### src/rtl/block_sequencer_pkg.sv
// rtl/block_sequencer_pkg.sv - shared types and widths for the block sequencer and block reader
package block_sequencer_pkg;

  typedef enum logic [1:0] {
    IDLE,
    FETCH,
    EMIT
  } seq_state_t;

  localparam int MAX_NOTES    = 4;
  localparam int BLOCK_IDX_W  = 9;
  localparam int BLOCK_SIZE_W = 3;
  localparam int SONG_W       = 5;
  localparam int NOTE_IDX_W   = 2;

  // Reader sizes above MAX_NOTES are saturated rather than wrapped.
  function automatic logic [BLOCK_SIZE_W-1:0] clamp_size(input logic [BLOCK_SIZE_W-1:0] raw);
    return (raw > BLOCK_SIZE_W'(MAX_NOTES)) ? BLOCK_SIZE_W'(MAX_NOTES) : raw;
  endfunction

endpackage

### src/rtl/block_note_buffer.sv
// rtl/block_note_buffer.sv - captured notes of one block, note index and last-note flag
module block_note_buffer
  import block_sequencer_pkg::*;
#(
  parameter int NOTE_W = 16
) (
  input  logic                    clk,
  input  logic                    rst,
  input  logic                    capture_i,
  input  logic                    advance_i,
  input  logic [NOTE_W-1:0]       note0_i,
  input  logic [NOTE_W-1:0]       note1_i,
  input  logic [NOTE_W-1:0]       note2_i,
  input  logic [NOTE_W-1:0]       note3_i,
  input  logic [BLOCK_SIZE_W-1:0] size_i,
  output logic [NOTE_W-1:0]       note_o,
  output logic                    last_o
);

  logic [NOTE_W-1:0]       notes_q [MAX_NOTES];
  logic [BLOCK_SIZE_W-1:0] size_q;
  logic [NOTE_IDX_W-1:0]   idx_q;
  logic [NOTE_IDX_W-1:0]   idx_d;

  always_comb begin
    idx_d = idx_q;
    if (capture_i) begin
      idx_d = '0;
    end else if (advance_i) begin
      idx_d = idx_q + NOTE_IDX_W'(1);
    end
  end

  always_ff @(posedge clk or posedge rst) begin
    if (rst) begin
      for (int i = 0; i < MAX_NOTES; i++) begin
        notes_q[i] <= '0;
      end
      size_q <= '0;
      idx_q  <= '0;
    end else begin
      if (capture_i) begin
        notes_q[0] <= note0_i;
        notes_q[1] <= note1_i;
        notes_q[2] <= note2_i;
        notes_q[3] <= note3_i;
        size_q     <= clamp_size(size_i);
      end
      idx_q <= idx_d;
    end
  end

  assign note_o = notes_q[idx_q];
  assign last_o = (BLOCK_SIZE_W'(idx_q) == (size_q - BLOCK_SIZE_W'(1)));

endmodule

### src/rtl/block_sequencer.sv
// rtl/block_sequencer.sv - walks a song's blocks through the reader and streams their notes
module block_sequencer
  import block_sequencer_pkg::*;
#(
  parameter int BLOCKS_PER_SONG = 16,
  parameter int READ_LATENCY    = 1,
  parameter int NOTE_W          = 16
) (
  input  logic                    clk,
  input  logic                    rst,
  input  logic                    start,
  input  logic                    stop,
  input  logic [SONG_W-1:0]       song_sel,
  input  logic                    loop_en,
  output logic [BLOCK_IDX_W-1:0]  block_idx_out,
  input  logic [NOTE_W-1:0]       note0_in,
  input  logic [NOTE_W-1:0]       note1_in,
  input  logic [NOTE_W-1:0]       note2_in,
  input  logic [NOTE_W-1:0]       note3_in,
  input  logic [BLOCK_SIZE_W-1:0] block_size_in,
  output logic [NOTE_W-1:0]       note_out,
  output logic                    note_valid,
  input  logic                    note_ready,
  output logic                    busy,
  output logic                    done
);

  localparam int              CNT_W       = (READ_LATENCY > 0) ? $clog2(READ_LATENCY + 1) : 1;
  localparam logic [CNT_W-1:0] CNT_LOAD    = CNT_W'(READ_LATENCY);
  localparam logic [3:0]      LAST_OFFSET = 4'(BLOCKS_PER_SONG - 1);

  seq_state_t              state_q;
  logic [SONG_W-1:0]       song_q;
  logic [BLOCK_IDX_W-1:0]  blk_q;
  logic [CNT_W-1:0]        cnt_q;
  logic                    done_q;

  logic                    fetch_ready;
  logic                    terminator;
  logic                    xfer;
  logic                    last_note;
  logic                    capture;
  logic                    advance;
  logic                    song_end;

  function automatic logic [BLOCK_IDX_W-1:0] song_base(input logic [SONG_W-1:0] s);
    return BLOCK_IDX_W'(int'(s) * BLOCKS_PER_SONG);
  endfunction

  assign fetch_ready = (state_q == FETCH) && (cnt_q == '0);
  assign terminator  = (clamp_size(block_size_in) == '0);
  assign xfer        = (state_q == EMIT) && note_ready;
  assign capture     = fetch_ready && !stop;
  assign advance     = xfer && !last_note && !stop;
  // A zero-size block ends the song exactly like the last note of the final block.
  assign song_end    = (fetch_ready && terminator) ||
                       (xfer && last_note && (blk_q[3:0] == LAST_OFFSET));

  always_ff @(posedge clk or posedge rst) begin
    if (rst) begin
      state_q <= IDLE;
      song_q  <= '0;
      blk_q   <= '0;
      cnt_q   <= '0;
      done_q  <= 1'b0;
    end else begin
      done_q <= 1'b0;
      if (stop) begin
        state_q <= IDLE;
      end else if (song_end) begin
        if (loop_en) begin
          blk_q   <= song_base(song_q);
          cnt_q   <= CNT_LOAD;
          state_q <= FETCH;
        end else begin
          done_q  <= 1'b1;
          state_q <= IDLE;
        end
      end else begin
        case (state_q)
          IDLE: begin
            if (start) begin
              song_q  <= song_sel;
              blk_q   <= song_base(song_sel);
              cnt_q   <= CNT_LOAD;
              state_q <= FETCH;
            end
          end
          FETCH: begin
            if (cnt_q != '0) begin
              cnt_q <= cnt_q - CNT_W'(1);
            end else begin
              state_q <= EMIT;
            end
          end
          EMIT: begin
            if (xfer && last_note) begin
              blk_q   <= blk_q + BLOCK_IDX_W'(1);
              cnt_q   <= CNT_LOAD;
              state_q <= FETCH;
            end
          end
          default: state_q <= IDLE;
        endcase
      end
    end
  end

  block_note_buffer #(
    .NOTE_W(NOTE_W)
  ) u_buf (
    .clk      (clk),
    .rst      (rst),
    .capture_i(capture),
    .advance_i(advance),
    .note0_i  (note0_in),
    .note1_i  (note1_in),
    .note2_i  (note2_in),
    .note3_i  (note3_in),
    .size_i   (block_size_in),
    .note_o   (note_out),
    .last_o   (last_note)
  );

  assign block_idx_out = blk_q;
  assign note_valid    = (state_q == EMIT);
  assign busy          = (state_q != IDLE);
  assign done          = done_q;

endmodule

### config.mk
export PLATFORM = sky130hd
export DESIGN_NAME = block_sequencer
export DESIGN_NICKNAME = d
export VERILOG_FILES = /design/src/rtl/block_sequencer_pkg.sv /design/src/rtl/block_note_buffer.sv /design/src/rtl/block_sequencer.sv
export SDC_FILE = /design/constraint.sdc
export NUM_CORES = 1
export LEC_CHECK = 0
export CAP_MARGIN = 0
export CORE_MARGIN = 4
export CORE_UTILIZATION = 49
export CTS_CLUSTER_DIAMETER = 80
export DETAILED_ROUTE_END_ITERATION = 16
export HOLD_SLACK_MARGIN = 0.1
export MAX_ROUTING_LAYER = met4
export PLACE_DENSITY = 0.8
export SYNTH_ARGS = -nofsm -noshare
export SYNTH_HDL_FRONTEND = slang
export SYNTH_SLANG_ARGS = --single-unit
export TNS_END_PERCENT = 1
### constraint.sdc
create_clock -name clk -period 3.1 [get_ports clk]
set_input_delay 0.31 -clock clk [delete_from_list [all_inputs] [get_ports clk]]
set_output_delay 0.31 -clock clk [all_outputs]
set_load 0.05 [all_outputs]
==> results.tsv <==
metric	value	unit
Area growth, synth to finish	33.70	%
number of synthesized flops with an enable pin	0	
FF+latch count, synth	87	
NumNets Final	475	
Worst EP required	2.79	ns
Yosys top cell by area	dfrtp_1	
Clk network pwr share	0.152	
CTS tree	done	
Leak	2.197	nW
Cells after Synth	288	
CP startpoint kind	flip-flop	
Buffers on Ports	105	
CP Max Fanout	19	
number of DRC markers in iteration 0	110	
HPWL after DPL	6402	um
Final Critical Period	2.601	ns
root buffer cell	clkbuf_8	
Die Height	99.51	um
Worst VDD drop	0.0006186	V
Clock Pin Slew Worst Setup and Hold Paths	0.09	ns
initial antenna violation count	0	
aggregate routed wire length	8732	um
Placement Rows	33	
Flop pwr share	0.360	
Antenna diodes	0	
crit end category	primary output	
ys flop type	dfrtp_1	
Setup Crit Path Kind	reg -> out	
Sw Share	0.3908	
drt pass-1 iters	5	
Mapped Nets	368	
post-CTS sizing	0	
cts hold-fix bufs	0	
htree depth	3	
synth top area cells	dfrtp_1 (53%), mux2_2 (19%), mux4_2 (8.8%)	
post-route DRC violation count	0	
max-slew violation count	0	
post-layout instance area	5485	sq um
status	complete, no violations	
Die ar.	9901	sq um
post-CTS setup buffer count	0	
via count	2791	
Final Hold Violating Endpoints	0	
count of cell types in the netlist	45	
Worst-Skew Late Latency	0.35	ns
first-pass GRT wire length	14820	um
WL per Instance	17.29	um
endpoints failing setup	0	
Synth Warn #	0	
Comb pwr share	0.488	
placed cell areas	5270	sq um
Placeable Area	8175	sq um
Routability Congestion	0.8073	
Cell Pwr Density	1002	nW/um^2
Placed Cells	489	
clock sinks	87	
commonest non-fill, non-tap cell in the layout	clkdlybuf4s50_1	
Worst R2R Setup Slack	0.63	ns
vias per cell	5.527	
Syn Area/Cell	14.25	sq um
pin count of the biggest net entering global routing	51	
share of layout cells above drive strength 1	0.3150	
Die X	99.51	um
Fin Setup TNS	0	ns
post-route insts no fill	505	
Fmax	384.4	MHz
Hold Path Class	in -> async	
Syn Std Cell Area	4103	sq um
post-layout util	0.6710	
Starting Density	0.5018	
Num CTS Buffers	9	
FFs w/ async S/R, synth	1.000	
CTS max path bufs	2	
post-detailed-route count of antenna-violating nets	0	
Tightest Pin Transition	0.6100	ns
Sw Pwr	2.147	mW
worst-case clock skew	0.01702	ns
most frequent cells in the layout	clkdlybuf4s50_1 (105), dfrtp_1 (87), mux2_2 (71), mux4_2 (16), nor2_1 (12)	
RSZ-0062 raised after global routing	false	
grt ovf	0	
P_int	3.348	mW
top-area cell type share of the netlist area	0.5306	
Max-cap violations	0	
vias in the first global route	3089	
worst path arrival time	2.29	ns
I/O pin cnt	106	
worst hold slack	0.2289	ns
share of the yosys chip area belonging to registers	0.5306	
GR Util All Layers	0.1956	
worst rel slew slack	0.5934	
part of the cycle the worst path needs	0.8391	
state kept, by name (all words and copies together), names as in the netlist:
name / flops
song_q: 5
state_q: 2
u_buf.size_q: 3
block_idx_out: 9
done: 1
u_buf.notes_q: 64
u_buf.idx_q: 2
cnt_q: 1
power groups by stage:
| stage | sequential, mW | combinational (mW) | clock (mW) |
|---|---|---|---|
| 3_3_place_gp | 1.97 | 2.65 | 0 |
| 3_5_place_dp | 2.00 | 2.70 | 0 |
| 6_report | 1.98 | 2.68 | 0.837 |
| 4_1_cts | 1.98 | 2.72 | 0.858 |
| 5_1_grt | 2.04 | 2.86 | 0.914 |
| 2_1_floorplan | 2.01 | 1.89 | 0 |
cell type report:
type	instances	area, sq um
flip-flops and latches	87	2177
clock inverters	5	63.81
fillers	595	2690
multi-input cells	179	1834
well taps	105	131.4
clock buffers	11	151.4
repair buffers	112	1104
inverters	6	23.77
metal layers:
layer	vias up	global-route usage	wire (um)
li1	1286	-	-
met1	1407	0.2489	3808
met2	87	0.3099	4249
met3	11	0.04909	559
met4	0	0.06303	115
met5	-	-	0
critical path: stages, from the launching register on:
cell and delay, ns:
dfrtp_1 0.34, buf_4 0.32, mux4_2 0.56, clkdlybuf4s50_1 0.73
cells in the mapped netlist, types with 2 or more instances:
cell / n
o21ai_0: 6
mux4_2: 16
a21oi_1: 2
and2_1: 2
xnor2_1: 4
nand2_1: 10
xor2_1: 2
buf_4: 2
nand3_1: 5
dfrtp_1: 87
inv_1: 5
a21bo_2: 2
a22o_1: 6
mux2_2: 71
or3_4: 2
nor3_1: 2
clkbuf_1: 9
o221ai_1: 2
or3_1: 4
nand3b_1: 3
mux2i_1: 3
ha_1: 2
nor4b_1: 2
a31o_2: 3
buf_1: 3
nand4_1: 2
nor2_1: 13
logic make-up after synthesis:
family | count (synthesis) | share of synthesized area
flops | 87 | 0.5307
fa+ha+maj | 2 | 0.006098
xor+xnor | 6 | 0.01281
simple gates | 50 | 0.06740
buf+inv | 22 | 0.02409
mux | 91 | 0.2928
compound gates | 30 | 0.06619
stage by stage:
stage	setup WS, ns	power, mW
final	0.4987	5.495
after global routing	0.3749	5.811
after CTS	0.4649	5.549
after detailed placement	0.4258	4.701
after global placement	0.5037	4.611
after floorplan	0.5398	3.897
path summary, 6_finish.rpt:
check	startpoint	endpoint	depth (start not counted)
setup / recovery	u_buf.idx_q[0]$_DFFE_PP0P_	note_out[8]	3
hold / removal	rst	u_buf.notes_q[6]$_DFFE_PP0P_	2
setup reg to reg	state_q[0]$_DFFE_PP0P_	cnt_q$_DFFE_PP0P_	6
hold reg to reg	u_buf.notes_q[1]$_DFFE_PP0P_	u_buf.notes_q[1]$_DFFE_PP0P_	1
max in group asynchronous	rst	state_q[0]$_DFFE_PP0P_	3
min in group clk	u_buf.notes_q[1]$_DFFE_PP0P_	u_buf.notes_q[1]$_DFFE_PP0P_	1
Note: power is estimated with default switching activity, not from simulation.
